`src/rtl/alu_op_issue_if.sv`:
```
// Handshake and operand bus between the instruction source, the register file
// read port and the ALU operand consumer.
interface alu_op_issue_if #(
  parameter int CNT_W = 16
);
  logic             instr_valid;
  logic             instr_ready;
  logic [31:0]      instr;
  logic [4:0]       rs1_addr;
  logic [4:0]       rs2_addr;
  logic [31:0]      rs1_data;
  logic [31:0]      rs2_data;
  logic             op_valid;
  logic             op_ready;
  logic [31:0]      opA;
  logic [31:0]      opB;
  logic [3:0]       aluOutSel;
  logic [4:0]       rd_addr;
  logic             illegal;
  logic [CNT_W-1:0] illegal_cnt;

  // The issue block masters the operand bus.
  modport master (
    input  instr_valid, instr, rs1_data, rs2_data, op_ready,
    output instr_ready, rs1_addr, rs2_addr, op_valid, opA, opB, aluOutSel,
           rd_addr, illegal, illegal_cnt
  );

  modport slave (
    output instr_valid, instr, rs1_data, rs2_data, op_ready,
    input  instr_ready, rs1_addr, rs2_addr, op_valid, opA, opB, aluOutSel,
           rd_addr, illegal, illegal_cnt
  );
endinterface

```
`src/rtl/alu_op_issue.sv`:
```
// Decodes RV32I OP / OP-IMM / LUI words into ALU operands and queues them in a
// two-entry registered buffer whose head drives the downstream ALU.
module alu_op_issue #(
  parameter int DEPTH = 2,
  parameter int CNT_W = 16
) (
  input logic            clk,
  input logic            rst_n,
  alu_op_issue_if.master iss
);

  typedef enum logic [3:0] {
    SEL_ADD  = 4'b0000, SEL_SUB  = 4'b0001, SEL_XOR = 4'b0010, SEL_OR  = 4'b0011,
    SEL_AND  = 4'b0100, SEL_SLT  = 4'b0101, SEL_SLTU = 4'b0110, SEL_SLL = 4'b0111,
    SEL_SRL  = 4'b1000, SEL_SRA  = 4'b1001
  } sel_e;

  typedef struct packed {
    logic [31:0] op_a;
    logic [31:0] op_b;
    logic [3:0]  sel;
    logic [4:0]  rd;
    logic        illegal;
  } entry_t;

  localparam logic [6:0] OPC_OP    = 7'b0110011;
  localparam logic [6:0] OPC_OPIMM = 7'b0010011;
  localparam logic [6:0] OPC_LUI   = 7'b0110111;
  localparam logic [6:0] F7_ZERO   = 7'b0000000;
  localparam logic [6:0] F7_ALT    = 7'b0100000;

  function automatic logic [3:0] base_sel(input logic [2:0] f3);
    case (f3)
      3'b000:  return SEL_ADD;
      3'b001:  return SEL_SLL;
      3'b010:  return SEL_SLT;
      3'b011:  return SEL_SLTU;
      3'b100:  return SEL_XOR;
      3'b101:  return SEL_SRL;
      3'b110:  return SEL_OR;
      default: return SEL_AND;
    endcase
  endfunction

  logic [1:0]       count_q, count_d;
  entry_t           head_q, head_d, tail_q, tail_d;
  logic             ready_q;
  logic [CNT_W-1:0] ill_cnt_q, ill_cnt_d;
  entry_t           dec;
  logic             legal, push, pop;

  wire [6:0] opcode = iss.instr[6:0];
  wire [2:0] f3     = iss.instr[14:12];
  wire [6:0] f7     = iss.instr[31:25];

  assign iss.rs1_addr = iss.instr[19:15];
  assign iss.rs2_addr = iss.instr[24:20];

  // NOTE: every variable driven in always_comb gets a default first, so no path leaves it unassigned (no latch).
  always_comb begin
    dec   = '0;
    legal = 1'b0;
    case (opcode)
      OPC_OP: begin
        dec.op_a = iss.rs1_data;
        dec.op_b = iss.rs2_data;
        if (f7 == F7_ZERO) begin
          legal   = 1'b1;
          dec.sel = base_sel(f3);
        end else if (f7 == F7_ALT && f3 == 3'b000) begin
          legal   = 1'b1;
          dec.sel = SEL_SUB;
        end else if (f7 == F7_ALT && f3 == 3'b101) begin
          legal   = 1'b1;
          dec.sel = SEL_SRA;
        end
      end
      OPC_OPIMM: begin
        dec.op_a = iss.rs1_data;
        if (f3 == 3'b001 || f3 == 3'b101) begin
          // Shift-immediates carry a shamt and reuse the OP funct7 rules; no SUBI exists.
          dec.op_b = {27'b0, iss.instr[24:20]};
          if (f7 == F7_ZERO) begin
            legal   = 1'b1;
            dec.sel = base_sel(f3);
          end else if (f7 == F7_ALT && f3 == 3'b101) begin
            legal   = 1'b1;
            dec.sel = SEL_SRA;
          end
        end else begin
          legal    = 1'b1;
          dec.op_b = {{20{iss.instr[31]}}, iss.instr[31:20]};
          dec.sel  = base_sel(f3);
        end
      end
      OPC_LUI: begin
        legal    = 1'b1;
        dec.op_b = {iss.instr[31:12], 12'b0};
        dec.sel  = SEL_ADD;
      end
      default: legal = 1'b0;
    endcase
    if (legal) begin
      dec.rd = iss.instr[11:7];
    end else begin
      dec         = '0;
      dec.illegal = 1'b1;
    end
  end

  // ready_q holds instr_ready low during reset and until the first edge after release.
  assign iss.instr_ready = ready_q && (count_q != 2'(DEPTH));
  assign iss.op_valid    = (count_q != 2'd0);
  assign push            = iss.instr_valid && iss.instr_ready;
  assign pop             = iss.op_valid && iss.op_ready;

  always_comb begin
    count_d   = count_q;
    head_d    = head_q;
    tail_d    = tail_q;
    ill_cnt_d = ill_cnt_q;
    case ({push, pop})
      2'b10: begin
        if (count_q == 2'd0) head_d = dec;
        else                 tail_d = dec;
        count_d = count_q + 2'd1;
      end
      2'b01: begin
        head_d  = tail_q;
        count_d = count_q - 2'd1;
      end
      // Push needs count < 2 and pop needs count > 0, so count is 1 and the new word becomes head.
      2'b11:   head_d = dec;
      default: ;
    endcase
    if (push && dec.illegal && ill_cnt_q != '1) ill_cnt_d = ill_cnt_q + 1'b1;
  end

  // NOTE: state uses non-blocking assignments so every register samples pre-edge values.
  // NOTE: both buffer entries are reset because the head register drives the outputs directly.
  always_ff @(posedge clk or negedge rst_n) begin
    if (!rst_n) begin
      count_q   <= 2'd0;
      head_q    <= '0;
      tail_q    <= '0;
      ready_q   <= 1'b0;
      ill_cnt_q <= '0;
    end else begin
      count_q   <= count_d;
      head_q    <= head_d;
      tail_q    <= tail_d;
      ready_q   <= 1'b1;
      ill_cnt_q <= ill_cnt_d;
    end
  end

  assign iss.opA         = head_q.op_a;
  assign iss.opB         = head_q.op_b;
  assign iss.aluOutSel   = head_q.sel;
  assign iss.rd_addr     = head_q.rd;
  assign iss.illegal     = head_q.illegal;
  assign iss.illegal_cnt = ill_cnt_q;

endmodule

```
`src/flat_wrapper.sv`:
```
// flat-port wrapper written by rule: the top's interface ports become plain ports
module alu_op_issue_flat 
#(
  parameter int DEPTH = 2,
  parameter int CNT_W = 16
)
  (clk, rst_n, iss_instr_valid, iss_instr, iss_rs1_data, iss_rs2_data, iss_op_ready, iss_instr_ready, iss_rs1_addr, iss_rs2_addr, iss_op_valid, iss_opA, iss_opB, iss_aluOutSel, iss_rd_addr, iss_illegal, iss_illegal_cnt);
  alu_op_issue_if #(.CNT_W(CNT_W)) iss_i ();
  input logic clk;
  input logic rst_n;
  input wire logic [$bits(iss_i.instr_valid)-1:0] iss_instr_valid;
  input wire logic [$bits(iss_i.instr)-1:0] iss_instr;
  input wire logic [$bits(iss_i.rs1_data)-1:0] iss_rs1_data;
  input wire logic [$bits(iss_i.rs2_data)-1:0] iss_rs2_data;
  input wire logic [$bits(iss_i.op_ready)-1:0] iss_op_ready;
  output wire logic [$bits(iss_i.instr_ready)-1:0] iss_instr_ready;
  output wire logic [$bits(iss_i.rs1_addr)-1:0] iss_rs1_addr;
  output wire logic [$bits(iss_i.rs2_addr)-1:0] iss_rs2_addr;
  output wire logic [$bits(iss_i.op_valid)-1:0] iss_op_valid;
  output wire logic [$bits(iss_i.opA)-1:0] iss_opA;
  output wire logic [$bits(iss_i.opB)-1:0] iss_opB;
  output wire logic [$bits(iss_i.aluOutSel)-1:0] iss_aluOutSel;
  output wire logic [$bits(iss_i.rd_addr)-1:0] iss_rd_addr;
  output wire logic [$bits(iss_i.illegal)-1:0] iss_illegal;
  output wire logic [$bits(iss_i.illegal_cnt)-1:0] iss_illegal_cnt;
  assign iss_i.instr_valid = iss_instr_valid;
  assign iss_i.instr = iss_instr;
  assign iss_i.rs1_data = iss_rs1_data;
  assign iss_i.rs2_data = iss_rs2_data;
  assign iss_i.op_ready = iss_op_ready;
  assign iss_instr_ready = iss_i.instr_ready;
  assign iss_rs1_addr = iss_i.rs1_addr;
  assign iss_rs2_addr = iss_i.rs2_addr;
  assign iss_op_valid = iss_i.op_valid;
  assign iss_opA = iss_i.opA;
  assign iss_opB = iss_i.opB;
  assign iss_aluOutSel = iss_i.aluOutSel;
  assign iss_rd_addr = iss_i.rd_addr;
  assign iss_illegal = iss_i.illegal;
  assign iss_illegal_cnt = iss_i.illegal_cnt;
  alu_op_issue #(.DEPTH(DEPTH), .CNT_W(CNT_W)) u_core (.clk(clk), .rst_n(rst_n), .iss(iss_i));
endmodule
```
`config.mk`:
```
export PLATFORM = sky130hd
export DESIGN_NAME = alu_op_issue_flat
export DESIGN_NICKNAME = d
export VERILOG_FILES = /design/src/rtl/alu_op_issue_if.sv /design/src/rtl/alu_op_issue.sv /design/src/flat_wrapper.sv
export SDC_FILE = /design/constraint.sdc
export NUM_CORES = 1
export LEC_CHECK = 0
export ABC_AREA = 0
export ABC_CLOCK_PERIOD_IN_PS = 2600
export CORE_MARGIN = 3
export CORE_UTILIZATION = 45
export DETAILED_ROUTE_END_ITERATION = 7
export PLACE_DENSITY = 0.73
export SETUP_SLACK_MARGIN = 0.05
export SYNTH_ARGS = -nofsm -noshare
export SYNTH_HDL_FRONTEND = slang
export SYNTH_SLANG_ARGS = --single-unit
```
`constraint.sdc`:
```
create_clock -name clk -period 2.6 [get_ports clk]
set_input_delay 0.26 -clock clk [delete_from_list [all_inputs] [get_ports clk]]
set_output_delay 0.26 -clock clk [all_outputs]
set_load 0.005 [all_outputs]
```
# Yosys cells after proc, flatten, opt, wreduce, memory -nomap -nowiden
# Index checks and enable logic that the tools add are counted.
[word_totals] reg_bits=167 in_bits=100 out_inout_bits=102 elab_cells=70
[op_classes] add_sub_neg=3 n_eq_ne=16 n_mux=20 bitwise=1 n_reduce_logical=17
[op_table] cell="74-bit one-hot mux with 3 select lines" n=1
[op_table] cell="36-bit one-hot mux with 3 select lines" n=1
[op_table] cell="74-bit two-way mux" n=1
[op_table] cell="68-bit two-way mux" n=1
[op_table] cell="36-bit two-way mux" n=1
[op_table] cell="32-bit two-way mux" n=1
[op_table] cell="4-bit one-hot mux with 7 select lines" n=1
[op_table] cell="7-bit by 6-bit equality test with 1-bit output (second input constant)" n=3
[op_table] cell="16-bit by 1-bit adder with 16-bit output (second input constant)" n=1
[op_table] cell="4-bit two-way mux" n=4
[op_table] cell="16-bit inequality test (second input constant)" n=1
[op_table] cell="3-bit equality test (second input constant)" n=3
[op_table] cell="7-bit by 5-bit equality test with 1-bit output (second input constant)" n=1
[op_table] cell="1-bit logical AND" n=7
[op_table] cell="7-bit logical NOT" n=1
[op_table] cell="3-bit by 2-bit equality test with 1-bit output (second input constant)" n=2
[op_table] cell="1-bit two-way mux" n=6
[op_table] cell="5-bit two-way mux" n=1
[op_table] cell="2-bit equality test (second input constant)" n=2
[op_table] cell="2-bit one-hot mux with 2 select lines" n=1
[op_table] cell="2-bit AND reduction" n=2
[op_table] cell="2-bit nonzero test" n=2
[op_table] cell="3-bit by 1-bit equality test with 1-bit output (second input constant)" n=1
[op_table] cell="3-bit logical NOT" n=1
[op_table] cell="other kinds (11)" n=11

# Logic depth before layout (Yosys ltp)
[logic_depth] word_depth=9 mapped_depth=10 ltp_nobuf=7

# Worst setup path before layout
# Ideal clock, no wire load.
[synth_timing] path_kind="reg-to-reg" start="register u_core.count_q[0]" end="register u_core.head_q, in the netlist u_core.iss.aluOutSel[1]" setup_time_ns=0.077 arrival_time_ns=1.946 path_slack_ns=0.577 stages_incl_launch_ff=9 n_path_buf=2 synth_period_minus_slack_ns=2.023 cell_sequence="dfrtp_1 -> or2_1 -> clkbuf_1 -> nand2_1 -> inv_1 -> ha_1 -> clkbuf_1 -> or4_1 -> a21oi_1"
[synth_between] word_cells_on_any_way=13
[synth_lines] element="start, declared" line_no="alu_op_issue.sv:45" source="logic [1:0] count_q, count_d;"
[synth_lines] element="start signal, assigned" line_no="alu_op_issue.sv:149" source="count_q <= count_d;"
[synth_lines] element="2-bit nonzero test (*)" line_no="alu_op_issue.sv:113" source="assign iss.op_valid = (count_q != 2'd0);"
[synth_lines] element="net iss_op_valid" line_no="flat_wrapper.sv:19" source="output wire logic [$bits(iss_i.op_valid)-1:0] iss_op_valid;"
[synth_lines] element="1-bit logical AND (*)" line_no="alu_op_issue.sv:115" source="assign pop = iss.op_valid && iss.op_ready;"
[synth_lines] element="2-bit equality test or 2-bit by 1-bit equality test with 1-bit output (tied branches)" line_no="alu_op_issue.sv:122" source="case ({push, pop})"
[synth_lines] element="2-bit by 1-bit inequality test with 1-bit output (no line) or 3-bit nonzero test (tied branches)"
[synth_lines] element="2-bit AND reduction (no line)"
[synth_lines] element="end signal, assigned" line_no="alu_op_issue.sv:144" source="head_q <= '0;"
[synth_lines] element="end signal, assigned" line_no="alu_op_issue.sv:150" source="head_q <= head_d;"
[synth_lines] element="end, declared" line_no="alu_op_issue.sv:46" source="entry_t head_q, head_d, tail_q, tail_d;"
# The timed path passes the listed nets; every way through them passes the cells marked *.
# A chain may end at the register's enable or synchronous reset.

# Final worst setup path
[layout_timing] start="register u_core.count_q[0]" end="register u_core.head_q, in the netlist u_core.iss.rd_addr[4]"
[layout_between] elab_chain_cells=6 word_cells_on_any_way=13
[layout_rtl] element="2-bit inequality test" line_no="alu_op_issue.sv:112" source="assign iss.instr_ready = ready_q && (count_q != 2'(DEPTH));"
[layout_rtl] element="1-bit logical AND" line_no="alu_op_issue.sv:112"
[layout_rtl] element="1-bit logical AND" line_no="alu_op_issue.sv:114" source="assign push = iss.instr_valid && iss.instr_ready;"
[layout_rtl] element="2-bit equality test or 2-bit by 1-bit equality test with 1-bit output (tied branches)" line_no="alu_op_issue.sv:122"
[layout_rtl] element="2-bit by 1-bit inequality test with 1-bit output (no line) or 3-bit nonzero test (tied branches)"
[layout_rtl] element="2-bit AND reduction (no line)"
# Parallel ways exist; a longest one is shown, timed or not.

==> key figures <==
Clock tree
  – Clk_lat worst skew: between 0.4 and 0.5 ns
  – Clk sinks: 167
  – Max clock buf depth: 2
  – CTS tree: built
  – CTS buffer count: 17
  – CTS H-tree depth: 4
  – Post-CTS setup buffer count: 0
  – CTS Root Cell: clkbuf_16
  – Clock slew at reported path FFs: 0.06 ns

Finish
  – Area delta synth->final: 38.2%
  – Final instance area: 10700 um2
  – Layout fillers: between 1000 and 1500
  – Share of cells above drive strength 1: roughly 7.4%
  – Nets@finish: 1108
  – ANT cells: 0

Logic synthesis
  – Cell area after synthesis: a little under 8000 um2
  – Number of synthesized register bits: about 170
  – Most frequent cell after synthesis: dfrtp_1
  – Sequential element share of the synthesized area: between 50% and 60%
  – Most used DFF post-synth: dfrtp_1
  – Ys async rst share: 100%
  – YS warnings: 0
  – Syn_nets: a little over 900
  – Cells after Synth: about 830
  – Yosys top cell area share: roughly 54%
  – Top cells by area, synth: dfrtp_1, nand2_1, o21ai_0
  – Mean post-synth cell area: 9.32 um2
  – Netlist cell types: 44
  – EDFF count, synth: 0
  – Leading area contributor after synthesis: dfrtp_1
  – Commonest cells in the netlist: dfrtp_1, nand2_1, o21ai_0, a21oi_1, clkbuf_1

Timing
  – Hold_ws: roughly 0.33 ns
  – Max transition margin: approximately a third
  – FMAX: approximately 420 MHz
  – Unrepaired setup endpoints after global routing: false
  – Final setup viols: 0
  – Hold Vio Cnt, Final: 0
  – Setup ws final: approximately 0.24 ns
  – Clock skew: ~0.0074 ns
  – TNS Setup: 0 ns
  – Final max-slew violation count: 0
  – Worst slew pin tran: slightly below 1 ns
  – Fin crit share: approximately nine tenths
  – Fin crit period: around 2.4 ns

Worst setup path
  – CP required: between 2 and 3 ns
  – Slowest cell on crit path: o21ai_4
  – Largest fanout on the critical path: 18
  – FF-to-FF path depth: 5
  – Critical Path Sink Type: flip-flop
  – Reg2reg setup slack: 0.24 ns
  – Reg2reg end: u_core.iss.rd_addr[4]$_DFFE_PN0P_
  – Largest stage delay on the critical path: slightly below 0.6 ns
  – FF-to-FF Start: u_core.count_q[0]$_DFFE_PN0P_
  – Critical path cell sequence: or2_1 -> o21ai_4 -> nand2b_2 -> nor2_1 -> a221o_1
  – Startpoint Class: flip-flop
  – CP Class: flip-flop to flip-flop
  – Arrival time at the worst endpoint: between 2 and 3 ns

Pwr
  – Final Power: about 8 mW
  – Leakage: approximately 4.7 nW
  – PwrDens: between 700 and 800 nW/um2
  – Worst-case vdd ir drop: just under 0.0006 V

Detailed routing
  – ANT nets after route: 0
  – Routed vias: ~7000
  – Iter 0 DRT Violations: ~380
  – 1st-pass router iterations: 4
  – Post-DR wirelength/cell: around 18 um
  – Residual DRC: 0
  – Total wire length: roughly 22000 um
  – Vias per cell: between 5 and 6

Floorplan
  – Core ar.: ~17000 um2
  – Die H: between 100 and 150 um
  – Chip width: 137 um
  – # IOs: a little over 200
  – Die area: about 19000 um2
  – Row count: between 40 and 50
  – Starting Density: between 40% and 50%

Global route
  – Vias in the first global route: 6686
  – Largest net degree at the start of global routing: 75
  – GRT Total Usage: between 20% and 30%
  – Initial antenna violation count: 0
  – Remaining global-route overflow: 0
  – First-pass GRT wire length: between 30000 and 40000 um

Outcome
  – Outcome: completed

Worst hold path
  – Min-Delay Path Class: primary input to asynchronous set/reset pin

Flow run
  – Max Cap Viol: 0

Placed design
  – RD Place Congestion: a little over 0.8
  – Post-DP HPWL: about 15000 um
  – Port Buffers: approximately 200
  – Post-Place Worst Slack: -0.0897 ns
  – Placed Area: approximately 10000 um2
## worst max-delay path by stage
| stage | end | cells after the start | from |
|---|---|---|---|
| after floorplan | u_core.iss.aluOutSel[1]$_DFFE_PN0P_ | 8 | u_core.count_q[0]$_DFFE_PN0P_ |
| after global placement | u_core.iss.aluOutSel[2]$_DFFE_PN0P_ | 8 | iss_instr[26] |
| after detailed placement | u_core.iss.opB[18]$_DFFE_PN0P_ | 7 | iss_instr[26] |
| after CTS | u_core.iss.rd_addr[4]$_DFFE_PN0P_ | 5 | u_core.count_q[0]$_DFFE_PN0P_ |
| after global routing | u_core.iss.rd_addr[0]$_DFFE_PN0P_ | 5 | u_core.count_q[0]$_DFFE_PN0P_ |
| final | u_core.iss.rd_addr[4]$_DFFE_PN0P_ | 5 | u_core.count_q[0]$_DFFE_PN0P_ |
## placed cells by master (no fill, tap or decap), drive strengths merged, types with 4 or more instances in the layout
cell / n
nor2b: 4
o22ai: 20
nand3: 9
dfrtp: 167
and3: 55
inv: 4
nor2: 34
xor2: 4
a2bb2oi: 20
o21ai: 97
mux2i: 4
buf: 35
a21oi: 92
nand2: 140
clkinv: 5
clkdlybuf4s50: 199
bufinv: 4
o31ai: 33
clkbuf: 19
or4: 4
nand2b: 5
nand4: 9
a221o: 6
xnor2: 15
and2: 5
## cells by family after synthesis
family / count (synthesis) / synth area share (%)
and+or+nand+nor: 274 / 16.8
other: 1 / 0.0485
AOI/OAI and AO/OA: 277 / 21.0
buffers and inverters: 82 / 4.60
xor gates and xnor gates: 19 / 2.15
DFF: 167 / 54.1
adders and majority gates: 3 / 0.486
muxes: 6 / 0.810
## per-layer routing
| layer | vias to the layer above | wire length, um | global-route usage, % |
|---|---|---|---|
| li1 | 3291 | - | - |
| met1 | 3315 | 9910 | 32.6 |
| met2 | 225 | 10400 | 38.4 |
| met3 | 23 | 1430 | 5.18 |
| met4 | 0 | 241 | 6.71 |
| met5 | - | 0 | 0 |
## report_power, final
group          internal (mW)  total, mW  switching (mW)
clock network           1.58       2.59            1.00
registers               2.87       3.08           0.213
logic                   1.01       2.22            1.22
total                   5.46       7.90            2.43
## sequential cells by signal (all words and copies together) (netlist names)
signal and count:
u_core.iss.illegal_cnt 16, u_core.iss.rd_addr 5, u_core.iss.aluOutSel 4, u_core.ready_q 1, u_core.count_q 2, u_core.tail_q 74
u_core.iss.opB 32, u_core.iss.illegal 1, u_core.iss.opA 32
## area by class of cell
class | count | area [um2] | area share, %
clock inverters | 10 | 156 | 1.47
clock buffers | 19 | 433 | 4.06
inverters | 4 | 15.0 | 0.141
flip-flops and latches | 167 | 4180 | 39.1
repair buffers | 235 | 2390 | 22.4
multi-input cells | 580 | 3230 | 30.2
well taps | 220 | 275 | 2.58
## worst max-delay path: cells and delay by family (launching register included)
kind	cells	cell delay, ns
flip-flops	1	0.41
AND/OR/NAND/NOR	3	1.08
AO/OA/AOI/OAI	2	0.80
## through the flow
| stage | utilization, % | instances |
|---|---|---|
| floorplan | - | 829 |
| global placement | 60.3 | 1205 |
| detailed placement | 60.3 | 1205 |
| CTS | 63.9 | 1235 |
| global route | 63.9 | 1235 |
| finish | 63.9 | 1235 |
## what timing repair did
| action | 4_1_cts | 5_1_grt |
|---|---|---|
| gates resized for setup | 0 | 0 |
| setup endpoints to repair | 0 | 0 |
| endpoints found under the hold margin | 41 | 0 |
| hold buffers | 1 | 0 |
(Power assumes the default switching activity.)
